==> config.mk <==
export PLATFORM = sky130hd
export DESIGN_NAME = isa_bus_master
export DESIGN_NICKNAME = d
export VERILOG_FILES = /design/src/rtl/isa_bus_master.sv
export SDC_FILE = /design/constraint.sdc
export NUM_CORES = 1
export LEC_CHECK = 0
export ABC_AREA = 1
export CAP_MARGIN = 20
export CORE_ASPECT_RATIO = 1.5
export CORE_MARGIN = 5
export CORE_UTILIZATION = 50
export DETAILED_ROUTE_END_ITERATION = 12
export PLACE_DENSITY = 0.75
export SETUP_SLACK_MARGIN = 0.1
export SLEW_MARGIN = 30
export SYNTH_ARGS = -nofsm -noshare
export SYNTH_HDL_FRONTEND = slang
export SYNTH_SLANG_ARGS = --single-unit
==> constraint.sdc <==
create_clock -name clk -period 2.1 [get_ports clk]
set_clock_uncertainty 0.1 [all_clocks]
set_input_delay 0.525 -clock clk [delete_from_list [all_inputs] [get_ports clk]]
set_output_delay 0.525 -clock clk [all_outputs]
set_load 0.03 [all_outputs]
==> src/rtl/isa_bus_master.sv <==
// ISA bus master: turns single request/response transactions into
// ALE/setup/strobe/hold bus cycles with IOCHRDY wait states and timeout.
module isa_bus_master #(
  parameter int          ALE_CYC     = 1,
  parameter int          SETUP_CYC   = 2,
  parameter int          STROBE_CYC  = 4,
  parameter int          HOLD_CYC    = 1,
  parameter logic [15:0] TIMEOUT_MAX = 16'd1000
) (
  input  logic        clk,
  input  logic        busreset_l,
  input  logic        req_valid,
  output logic        req_ready,
  input  logic [1:0]  req_type,
  input  logic [19:0] req_addr,
  input  logic [7:0]  req_wdata,
  output logic        rsp_valid,
  output logic [7:0]  rsp_rdata,
  output logic        rsp_timeout,
  output logic [19:0] bus_a,
  output logic        bus_ale,
  output logic        bus_aen,
  output logic        bus_ior_l,
  output logic        bus_iow_l,
  output logic        bus_memr_l,
  output logic        bus_memw_l,
  output logic [7:0]  bus_d_out,
  output logic        bus_d_oe,
  input  logic [7:0]  bus_d_in,
  input  logic        bus_rdy
);

  typedef enum logic [2:0] {
    S_IDLE,
    S_ALE,
    S_SETUP,
    S_STROBE,
    S_HOLD,
    S_RESP
  } state_t;

  localparam logic [15:0] L_ALE = 16'(ALE_CYC - 1);
  localparam logic [15:0] L_SET = 16'(SETUP_CYC - 1);
  localparam logic [15:0] L_STB = 16'(STROBE_CYC - 1);
  localparam logic [15:0] L_HLD = 16'(HOLD_CYC - 1);

  state_t      r_state;
  state_t      w_nxt;
  logic [15:0] r_cnt;
  logic [15:0] r_wait;
  logic        r_rdy_m;
  logic        r_rdy_s;
  logic [1:0]  r_type;
  logic [7:0]  r_cap_data;
  logic        r_cap_to;

  logic        r_req_ready;
  logic        r_rsp_valid;
  logic [7:0]  r_rsp_rdata;
  logic        r_rsp_timeout;
  logic [19:0] r_bus_a;
  logic        r_bus_ale;
  logic        r_ior_l;
  logic        r_iow_l;
  logic        r_memr_l;
  logic        r_memw_l;
  logic [7:0]  r_d_out;
  logic        r_d_oe;

  logic        w_accept;
  logic        w_end;
  logic        w_to;
  logic        w_wait_inc;
  logic        w_wr_phase;

  assign w_accept = (r_state == S_IDLE) &&
                    req_valid && r_req_ready;

  always_comb begin
    w_nxt      = r_state;
    w_end      = 1'b0;
    w_to       = 1'b0;
    w_wait_inc = 1'b0;
    unique case (r_state)
      S_IDLE: begin
        if (w_accept) w_nxt = S_ALE;
      end
      S_ALE: begin
        if (r_cnt == L_ALE) w_nxt = S_SETUP;
      end
      S_SETUP: begin
        if (r_cnt == L_SET) w_nxt = S_STROBE;
      end
      S_STROBE: begin
        if (r_cnt >= L_STB) begin
          if (r_rdy_s) begin
            w_nxt = S_HOLD;
            w_end = 1'b1;
          end else if (r_wait == TIMEOUT_MAX) begin
            w_nxt = S_HOLD;
            w_end = 1'b1;
            w_to  = 1'b1;
          end else begin
            w_wait_inc = 1'b1;
          end
        end
      end
      S_HOLD: begin
        if (r_cnt == L_HLD) w_nxt = S_RESP;
      end
      S_RESP: begin
        w_nxt = S_IDLE;
      end
      default: begin
        w_nxt = S_IDLE;
      end
    endcase
  end

  always_ff @(posedge clk) begin
    if (!busreset_l) begin
      r_state <= S_IDLE;
      r_cnt   <= 16'd0;
      r_wait  <= 16'd0;
      r_rdy_m <= 1'b0;
      r_rdy_s <= 1'b0;
    end else begin
      r_state <= w_nxt;
      r_rdy_m <= bus_rdy;
      r_rdy_s <= r_rdy_m;
      if (w_nxt != r_state)
        r_cnt <= 16'd0;
      else if (r_cnt != 16'hFFFF)
        r_cnt <= r_cnt + 16'd1;
      if (w_accept)
        r_wait <= 16'd0;
      else if (w_wait_inc)
        r_wait <= r_wait + 16'd1;
    end
  end

  // Write data is driven for the whole setup-to-hold window.
  assign w_wr_phase = (w_nxt == S_SETUP) ||
                      (w_nxt == S_STROBE) ||
                      (w_nxt == S_HOLD);

  always_ff @(posedge clk) begin
    if (!busreset_l) begin
      r_type        <= 2'b00;
      r_cap_data    <= 8'hFF;
      r_cap_to      <= 1'b0;
      r_req_ready   <= 1'b1;
      r_rsp_valid   <= 1'b0;
      r_rsp_rdata   <= 8'hFF;
      r_rsp_timeout <= 1'b0;
      r_bus_a       <= 20'd0;
      r_bus_ale     <= 1'b0;
      r_ior_l       <= 1'b1;
      r_iow_l       <= 1'b1;
      r_memr_l      <= 1'b1;
      r_memw_l      <= 1'b1;
      r_d_out       <= 8'd0;
      r_d_oe        <= 1'b0;
    end else begin
      r_req_ready <= (w_nxt == S_IDLE);
      r_rsp_valid <= (w_nxt == S_RESP);
      r_bus_ale   <= (w_nxt == S_ALE);
      r_ior_l  <= !((w_nxt == S_STROBE) &&
                    (r_type == 2'b00));
      r_iow_l  <= !((w_nxt == S_STROBE) &&
                    (r_type == 2'b01));
      r_memr_l <= !((w_nxt == S_STROBE) &&
                    (r_type == 2'b10));
      r_memw_l <= !((w_nxt == S_STROBE) &&
                    (r_type == 2'b11));
      r_d_oe   <= r_type[0] && w_wr_phase;
      if (w_accept) begin
        r_type  <= req_type;
        r_bus_a <= req_addr;
        if (req_type[0]) r_d_out <= req_wdata;
      end
      if (w_end) begin
        r_cap_data <= r_type[0] ? 8'hFF : bus_d_in;
        r_cap_to   <= w_to;
      end
      // Response fields change only as a new response is presented.
      if ((w_nxt == S_RESP) && (r_state != S_RESP)) begin
        r_rsp_rdata   <= r_cap_data;
        r_rsp_timeout <= r_cap_to;
      end
    end
  end

  assign req_ready   = r_req_ready;
  assign rsp_valid   = r_rsp_valid;
  assign rsp_rdata   = r_rsp_rdata;
  assign rsp_timeout = r_rsp_timeout;
  assign bus_a       = r_bus_a;
  assign bus_ale     = r_bus_ale;
  assign bus_aen     = 1'b0;
  assign bus_ior_l   = r_ior_l;
  assign bus_iow_l   = r_iow_l;
  assign bus_memr_l  = r_memr_l;
  assign bus_memw_l  = r_memw_l;
  assign bus_d_out   = r_d_out;
  assign bus_d_oe    = r_d_oe;

endmodule
==> results.yml, run 1 <==
sta:
  finalHoldViolCount: 0
  period_needed_ns: 1.962
  slew_violations: 0
  tns_ns: 0
  finalCritPeriodShare_pct: 93.42
  setup_viol: 0
  max_freq_ghz: 0.5097
  worst_slack_ns: 0.1382
  rsz0062_at_grt: "no"
placement:
  place_ws_ns: -0.1463
  place_inst: 737
  gp_congestion: 0.9021
  hpwl_mm: 6.954
  port_buffers: 86
worst_setup_path:
  critical_path_required_ns: 1.47
  crit_slowest_cell: "clkdlybuf4s50_1"
  cp-start-kind: "flop"
  cp_top_family: "buffers and inverters"
  worstReg2RegEnd: "r_cnt[14]$_SDFFE_PP0P_"
  end_kind: "output pin"
  reg2reg_depth: 13
  critPathMaxFanout: 2
  r2r-start: "r_cnt[0]$_SDFFE_PP0P_"
  max_stage_delay_ns: 0.68
  timing.reg2reg.setup_slack_ns: 0.22
  cp_num_buf_inv: 1
  crit_arrival_ns: 1.34
  crit_chain: "clkdlybuf4s50_1"
  path_class: "reg2out"
floorplan:
  core_area_um2: 7958
  die_width_um: 83.43
  die_h_um: 120.1
  rows: 40
  ioPinCount: 88
  initial_core_util_pct: 50.82
  dieArea_um2: 10020
global_routing:
  antenna_found_initial: 0
  gr-total-overflow: 0
  grt_max_degree: 42
  grt_pass1_vias: 3720
  grtUsageTotal_pct: 19.23
  grt_pass1_wl_mm: 15.97
logic_synthesis:
  synth_compound_area_share_pct: 9.468
  ys_warn_count: 0
  yosysMostFrequentCell: "nor2_1"
  synth_fa_ha_area_share_pct: 1.547
  synthTopCellsByArea: "dfxtp_1 46%, nor2_1 11%, nand2_1 8.4%, o21ai_0 5.2%, nand3_1 4.2%"
  synth_top_family_by_area: "simple AND/OR/NAND/NOR gates"
  synth_xor_area_share_pct: 4.548
  synth_nets: 597
  synth_top_area_share_pct: 46.04
  synth_seq_cells: 93
  yosysSeqAreaShare_pct: 46.04
  yosys.area_share.simple_pct: 31.96
  muxShareOfSynthArea_pct: 0
  synth_area_per_cell_um2: 7.353
  synth_edf_count: 0
  syn_inst: 550
  synth_cell_types: 31
  async_flop_share_pct: 0
  yosys-top-cells-count: "115 x nor2_1, 93 x dfxtp_1, 91 x nand2_1"
  synthFlopType: "dfxtp_1"
  yosysTopAreaCell: "dfxtp_1"
  netlist_area_um2: 4044
pwr:
  ir_drop_mv: 0.7720
  p_leak_nw: 2.504
  clkPwrFrac_pct: 30.4
  p_sw_share_pct: 33.16
  power.density_nw_per_um2: 1003
  total_power_mw: 5.516
  seqPwrFrac_pct: 38.6
  power_switching_mw: 1.829
  pwr-share-comb_pct: 31.0
  internal-power_mw: 3.687
worst_hold_path:
  whs_endpoint: "r_rdy_s$_SDFF_PN0_"
  hold_class: "reg2reg"
  min_from: "r_rdy_m$_SDFF_PN0_"
  min_path_cells: 2
job:
  cap_violations: 0
routing:
  vias_per_cell: 4.954
  wirelength_mm: 9.473
  dr.pass1.iters: 4
  drc_errors: 0
  drtAntennaViolNets: 0
  drt-initial-drc-count: 132
  highest_layer: "met4"
  wl_met1_mm: 3.759
  route.met2.wl_mm: 4.750
  routedWlPerCell_um: 12.51
  wl_met3_um: 797
  vias: 3750
finish:
  final_util_pct: 69.12
  area_growth_pct: 36.01
  instances_no_fill: 757
  regArea_um2: 1863
  drive_above_1_share_pct: 10.28
  multiInputGateArea_um2: 1949
  antenna_cells: 0
  nets: 694
  n_fill_cell: 655
clocking:
  clk_pin_slew_worst_paths_ns: 0.06
  numClockSinks: 93
  cts_tree: "built"
  clkLatencyLatePin_ns: 0.33
  cts-root-buf: "clkbuf_16"
  h-tree-depth: 3
  clk_path_buf_depth: 2
  cts_made_buffers: 9
  hold_buffers: 0
outcome:
  status: "complete, no violations"
## sequential cells by signal, summed over array words and instances (netlist names)
register,cells
r_cap_to,1
r_state,3
r_cap_data,8
r_cnt,16
req_ready,1
bus_a,20
r_rdy_s,1
bus_ale,1
bus_d_out,8
bus_d_oe,1
bus_iow_l,1
bus_memr_l,1
bus_memw_l,1
r_rdy_m,1
r_wait,16
rsp_rdata,8
bus_ior_l,1
rsp_valid,1
r_type,2
rsp_timeout,1
## power groups by stage
stage                     Combinational, mW  Clock, mW  Sequential, mW
final                                  1.71       1.68            2.13
after global routing                   1.88       1.80            2.16
after CTS                              1.66       1.71            2.12
after detailed placement               1.66          0            2.16
after global placement                 1.63          0            2.15
after floorplan                       0.741          0            2.47
## kinds of logic after synthesis
| kind of cell | Yosys count |
|---|---|
| XOR/XNOR | 21 |
| adder cells (fa/ha/maj) | 5 |
| AO/OA/AOI/OAI | 75 |
| AND/OR/NAND/NOR | 292 |
| flip-flops | 93 |
| buffers and inverters | 63 |
| other | 1 |
## routing by layer
metal | GRT usage [%] | up-vias
li1 | - | 1949
met3 | 7.349 | 15
met1 | 20.70 | 1687
met4 | 7.847 | 0
met2 | 33.68 | 99
met5 | 0 | -
## final cells by class
class | instances | area share [%]
multi-input cells | 394 | 35.44
flip-flops and latches | 93 | 33.87
well taps | 105 | 2.389
clock inverters | 5 | 1.365
inverters | 46 | 3.207
repair buffers | 103 | 19.50
clock buffers | 11 | 4.231
## how the worst max path moves through the flow
stage                           startpoint                         to  slack [ns]  cells after the start
finish              bus_a[10]$_SDFFE_PN0P_                  bus_a[10]        0.14                      1
global route         r_cnt[1]$_SDFFE_PP0P_      r_cnt[2]$_SDFFE_PP0P_         0.1                     13
CTS                  bus_a[5]$_SDFFE_PN0P_                   bus_a[5]        0.10                      1
detailed placement               req_valid  bus_d_out[4]$_SDFFE_PN0P_       -0.15                      7
global placement                 req_valid  bus_d_out[4]$_SDFFE_PN0P_      -0.002                      7
floorplan            r_cnt[0]$_SDFFE_PP0P_     r_cnt[12]$_SDFFE_PP0P_        0.43                     12
## per-stage QoR
| step | area (µm²) | hold WS (ns) |
|---|---|---|
| detailed placement | 5050 | 0.3082 |
| global placement | 5050 | 0.2985 |
| global route | 5500 | 0.3371 |
| floorplan | 4044 | 0.2905 |
| CTS | 5350 | 0.3227 |
| finish | 5500 | 0.3173 |
## cells in the final DEF (no fill, tap or decap), drive strengths merged
master / n
nor2: 131
nand2: 99
dfxtp: 93
clkdlybuf4s50: 50
o21ai: 42
inv: 42
nand3: 34
dlymetal6s2s: 30
a21oi: 30
buf: 17
xor2: 15
nor3: 14
clkbuf: 11
nand4: 9
xnor2: 6
dlygate4sd2: 6
clkinv: 6
ha: 5
nor4: 2
bufinv: 2
nand3b: 2
clkinvlp: 1
or3: 1
o22ai: 1
o32ai: 1
a211oi: 1
conb: 1
## timing repair
action                                  in CTS  in global routing
gates resized for setup                      6                 41
pin swaps                                    0                  1
endpoints found under the setup margin       6                 74
buffers inserted                             0                  4
Note: power is estimated with default switching activity, not from simulation.
==> run 2: changes to the inputs <==
CORE_UTILIZATION = 47   (was 50)
CTS_BUF_LIST = sky130_fd_sc_hd__clkbuf_2 sky130_fd_sc_hd__clkbuf_4 sky130_fd_sc_hd__clkbuf_8   (was unset)
PLACE_DENSITY = 0.74   (was 0.75)
clock period = 1.6 ns   (was 2.1 ns; I/O delays follow)
==> run 2 against run 1 <==
The flow now finishes with violations (setup timing). Non-clock buffer count up 66. Power increased by 36%. Flip-flop and latch count unchanged. Critical path type is now reg2reg. Highest routed layer unchanged.
==> results.yml, run 2 (same netlist as run 1, synthesis figures left out) <==
outcome:
  status: "complete, but fails checks"
  violations: "setup timing"
routing:
  dr.pass1.iters: 6
  wirelength_mm: 12.14
  drc_errors: 0
  drtAntennaViolNets: 0
  drt-initial-drc-count: 191
  vias_per_cell: 5.157
  routedWlPerCell_um: 14.68
  vias: 4265
sta:
  rsz0062_at_grt: "yes"
  slew_violations: 0
  finalHoldViolCount: 0
  fin_hold_ws_ns: 0.3423
  tns_ns: -5.087
  period_needed_ns: 1.745
  setup_viol: 69
  worst_slack_ns: -0.1447
  finalCritPeriodShare_pct: 109.0
  max_freq_ghz: 0.5732
finish:
  largest_register_ffs: 20
  layout_commonest_cell: "dfxtp_1"
  multiInputGateArea_um2: 2482
  finish.instance_area_um2: 6299
  layout_common_cells: "83 x dfxtp_1, 77 x nor2_1, 69 x nand2_1"
  drive_above_1_share_pct: 41.94
  n_fill_cell: 607
  nets: 762
  area_growth_pct: 55.75
  regArea_um2: 1882
  antenna_cells: 0
clocking:
  cts-root-buf: "clkbuf_8"
  clk_pin_slew_worst_paths_ns: 0.09
  cts_tree: "built"
  clkLatencyLatePin_ns: 0.38
  cts_made_buffers: 9
  hold_buffers: 0
  clk_path_buf_depth: 2
  h-tree-depth: 3
  numClockSinks: 93
placement:
  hpwl_mm: 7.843
  gp_congestion: 0.9253
  port_buffers: 86
  place_ws_ns: -0.3698
  dpl-instance-area_um2: 5512
floorplan:
  dieArea_um2: 10600
  die_width_um: 85.74
  core_area_um2: 8413
  die_h_um: 123.6
  ioPinCount: 88
  rows: 41
  initial_core_util_pct: 48.07
pwr:
  total_power_mw: 7.526
  ir_drop_mv: 1.199
  power.density_nw_per_um2: 1195
  p_leak_nw: 2.622
worst_setup_path:
  worstSetupStartpoint: "r_wait[0]$_SDFFE_PP0P_"
  critPathMaxFanout: 7
  end_kind: "flop"
  cp-start-kind: "flop"
  r2r-start: "r_wait[0]$_SDFFE_PP0P_"
  crit_arrival_ns: 1.92
  path_class: "reg2reg"
  critical_path_required_ns: 1.77
global_routing:
  grt_pass1_vias: 4143
  gr-total-overflow: 0
  grt_max_degree: 42
  antenna_found_initial: 0
  grt_pass1_wl_mm: 17.87
  grtUsageTotal_pct: 21.01
worst_hold_path:
  hold_class: "reg2reg"
  min_from: "r_rdy_m$_SDFF_PN0_"
job:
  cap_violations: 0
## run 2: changes by cell type in the layout (fill, tap and decap cells not counted), moves of 10 or more
cell	change
clkbuf_8	+11
nor2_2	+26
nor2_1	-36
buf_4	+53
nand2_4	+14
o21ai_2	+19
nor2_4	+10
o21ai_0	-23
nand2_1	-21
dlymetal6s2s_1	-30
buf_2	+40
## run 2: repair_timing
item                       in CTS  in global routing
pin swaps                      31                 42
resized for setup             297                122
setup endpoints to repair     114                 94
cloned                          2                  4
setup buffers                   8                  5
## run 2: path summary, 6_finish.rpt
path | endpoint | slack (ns) | depth (start not counted)
setup / recovery | r_wait[3]$_SDFFE_PP0P_ | -0.14 | 11
hold / removal | r_rdy_s$_SDFF_PN0_ | 0.34 | 2
setup reg to reg | r_wait[3]$_SDFFE_PP0P_ | -0.14 | 11
hold reg to reg | r_rdy_s$_SDFF_PN0_ | 0.34 | 2
## run 2: per-stage QoR
| stage | util, % | instances |
|---|---|---|
| after detailed placement | 65.51 | 793 |
| after floorplan | - | 550 |
| after global routing | 74.87 | 827 |
| final | 74.87 | 827 |
| after global placement | 65.51 | 793 |
| after CTS | 69.65 | 818 |
## run 2: where the power goes
group | switching, mW | internal, mW | leakage, nW
combinational | 1.87 | 1.25 | 1.77
sequential | 0.249 | 2.63 | 0.763
clock | 0.841 | 0.683 | 0.0925
## run 2: layout make-up
type / count / share of cell area, %
clock inverter: 3 / 0.3178
inverter: 46 / 3.178
timing repair buffer: 169 / 22.45
sequential: 93 / 29.88
clock buffer: 13 / 2.642
multi-input combinational: 396 / 39.41
tap: 107 / 2.126
## run 2: layer usage
metal | vias up | wire length [µm] | GRT usage [%]
li1 | 2091 | - | -
met2 | 104 | 6762 | 39.69
met3 | 29 | 640 | 5.758
met5 | - | 0 | 0
met4 | 0 | 348 | 10.69
met1 | 2041 | 4387 | 20.70
## run 2: worst max-delay path, cell delays in order (launching register included)
cell	delay [ns]
dfxtp_2	0.35
inv_2	0.05
ha_4	0.15
nand3b_1	0.07
nor2_1	0.04
nand2_1	0.12
nand2_4	0.10
nor2_4	0.19
buf_6	0.18
nand2_1	0.07
xor2_1	0.15
nor2_1	0.07
==> run 3: changes to the inputs <==
CORE_UTILIZATION = 52   (was 47)
PLACE_DENSITY = 0.78   (was 0.74)
clock period = 1.9 ns   (was 1.6 ns; I/O delays follow)
==> run 3 against run 2 <==
The flow now finishes without violations. Critical path type unchanged. Worst hold slack got worse by 0.017 ns. Fmax fell by 3.6%. Cell count fell by 6.3%. Sequential power fell by 18%. Global-route usage rose by 0.97 points. Largest power group is now registers. Clock power fell by 11%. Sequential share of layout area rose by 3.5 points. Largest cell class unchanged. First-iteration DRC count rose by 2.6%. Combinational power fell by 38%. Clock-buffer cell count fell by 2.
==> results.yml, run 3 (same netlist as run 1, synthesis figures left out) <==
clocking:
  h-tree-depth: 3
  clkLatencyLatePin_ns: 0.36
  hold_buffers: 0
  clk_pin_slew_worst_paths_ns: 0.09
  cts_made_buffers: 9
  cts_tree: "built"
  cts-root-buf: "clkbuf_8"
  numClockSinks: 93
  clk_path_buf_depth: 2
floorplan:
  rows: 39
  die_h_um: 118.0
  initial_core_util_pct: 53.12
  die_width_um: 82.01
  dieArea_um2: 9677
  ioPinCount: 88
  core_area_um2: 7612
worst_hold_path:
  whs_endpoint: "r_rdy_s$_SDFF_PN0_"
  min_from: "r_rdy_m$_SDFF_PN0_"
  min_path_cells: 2
  hold_class: "reg2reg"
finish:
  regArea_um2: 1881
  multiInputGateArea_um2: 2091
  nets: 715
  area_growth_pct: 39.14
  n_fill_cell: 622
  layout_commonest_cell: "nor2_1"
  finish.instance_area_um2: 5627
  largest_register_ffs: 20
  antenna_cells: 0
  layout_common_cells: "112 x nor2_1, 82 x dfxtp_1, 80 x nand2_1"
  drive_above_1_share_pct: 18.72
sta:
  finalHoldViolCount: 0
  setup_viol: 0
  finalCritPeriodShare_pct: 95.27
  period_needed_ns: 1.810
  tns_ns: 0
  slew_violations: 0
  rsz0062_at_grt: "yes"
  max_freq_ghz: 0.5524
  worst_slack_ns: 0.08985
routing:
  drtAntennaViolNets: 0
  vias_per_cell: 5.129
  routedWlPerCell_um: 13.34
  dr.pass1.iters: 4
  vias: 3975
  drt-initial-drc-count: 196
  wirelength_mm: 10.34
  drc_errors: 0
pwr:
  p_sw_share_pct: 36.72
  internal-power_mw: 3.572
  ir_drop_mv: 0.7969
  clkPwrFrac_pct: 23.9
  p_leak_nw: 2.297
  power.density_nw_per_um2: 1003
  power_switching_mw: 2.073
  seqPwrFrac_pct: 41.9
  pwr-share-comb_pct: 34.2
global_routing:
  gr-total-overflow: 0
  grtUsageTotal_pct: 21.98
  antenna_found_initial: 0
  grt_max_degree: 42
  grt_pass1_wl_mm: 17.08
  grt_pass1_vias: 3962
worst_setup_path:
  critical_path_required_ns: 2.04
  reg2reg_depth: 12
  crit_arrival_ns: 1.95
  path_class: "reg2reg"
  max_stage_delay_ns: 0.34
  critPathMaxFanout: 8
  crit_chain: "inv_2, ha_4, nand3b_1, nor2_1, nand2_1, nand2_2, nand2_2, nand2_2, nand3_1, nand3b_4, buf_12, nor2_2"
  cp-start-kind: "flop"
  crit_slowest_cell: "dfxtp_2"
  worstReg2RegEnd: "r_cnt[12]$_SDFFE_PP0P_"
  worstSetupStartpoint: "r_wait[1]$_SDFFE_PP0P_"
  end_kind: "flop"
  timing.reg2reg.setup_slack_ns: 0.09
  cp_common_cell: "nand2_2"
  r2r-start: "r_wait[1]$_SDFFE_PP0P_"
placement:
  place_ws_ns: -0.1320
  port_buffers: 86
  dpl-instance-area_um2: 5141
  hpwl_mm: 7.361
  gp_congestion: 0.9712
outcome:
  status: "complete, no violations"
job:
  cap_violations: 0
==> run 3: cell count changes in the layout (fill, tap and decap cells not counted), moves of 8 or more <==
cell and change:
buf_2 -40, o21ai_2 -19, nand2_1 +11, buf_4 -36, nor2_2 -32, dlygate4sd2_1 +45, nor2_1 +35, o21ai_0 +20
nand2_4 -8
==> run 3: metrics by stage <==
stage               utilization, %  instances  total power [mW]  hold slack, ns
global route                 73.92        775             5.987          0.3587
detailed placement           67.54        745             4.239          0.3064
global placement             67.54        745             4.198          0.2988
floorplan                        -        550             3.552          0.2905
finish                       73.92        775             5.645          0.3251
CTS                          70.89        768             5.558          0.3334
==> run 3: worst max-delay path by stage <==
| stage | end | slack [ns] |
|---|---|---|
| global placement | bus_d_out[0]$_SDFFE_PN0P_ | -0.04 |
| CTS | r_cnt[14]$_SDFFE_PP0P_ | 0.09 |
| detailed placement | r_cnt[4]$_SDFFE_PP0P_ | -0.13 |
| global route | r_wait[4]$_SDFFE_PP0P_ | -0.03 |
| finish | r_cnt[12]$_SDFFE_PP0P_ | 0.09 |
| floorplan | r_cnt[12]$_SDFFE_PP0P_ | 0.23 |
==> run 3: layer usage <==
| metal | wire [µm] | up-vias | GRT usage [%] |
|---|---|---|---|
| li1 | - | 1995 | - |
| met1 | 3699 | 1825 | 22.09 |
| met2 | 5603 | 126 | 39.78 |
| met3 | 785 | 29 | 7.734 |
| met4 | 254 | 0 | 8.420 |
| met5 | 0 | - | 0 |
==> run 3: repair_timing <==
| action | CTS | global route |
|---|---|---|
| resized for setup | 59 | 54 |
| setup endpoints to repair | 87 | 56 |
| pin swaps | 3 | 15 |
| buffers inserted | 7 | 7 |
| endpoints found under the hold margin | 0 | 0 |
| cloned | 0 | 0 |
==> run 3: power groups by stage <==
| stage | sequential, mW | combinational, mW | clock [mW] |
|---|---|---|---|
| detailed placement | 2.38 | 1.86 | 0 |
| CTS | 2.34 | 1.83 | 1.39 |
| finish | 2.37 | 1.93 | 1.35 |
| global route | 2.40 | 2.12 | 1.47 |
| floorplan | 2.73 | 0.819 | 0 |
| global placement | 2.38 | 1.82 | 0 |
==> run 3: area by class of cell <==
type	instances	share of cell area [%]
multi-input cells	394	37.16
flip-flops and latches	93	33.42
clock inverters	5	1.067
clock buffers	11	2.579
repair buffers	124	20.24
well taps	102	2.268
inverters	46	3.269
==> run 3: worst max-delay path, delay by kind of cell (launching register included) <==
kind / cells / cell delay (ns)
adders and majority gates: 1 / 0.13
buffers and inverters: 2 / 0.24
DFF: 1 / 0.34
and+or+nand+nor: 9 / 0.88
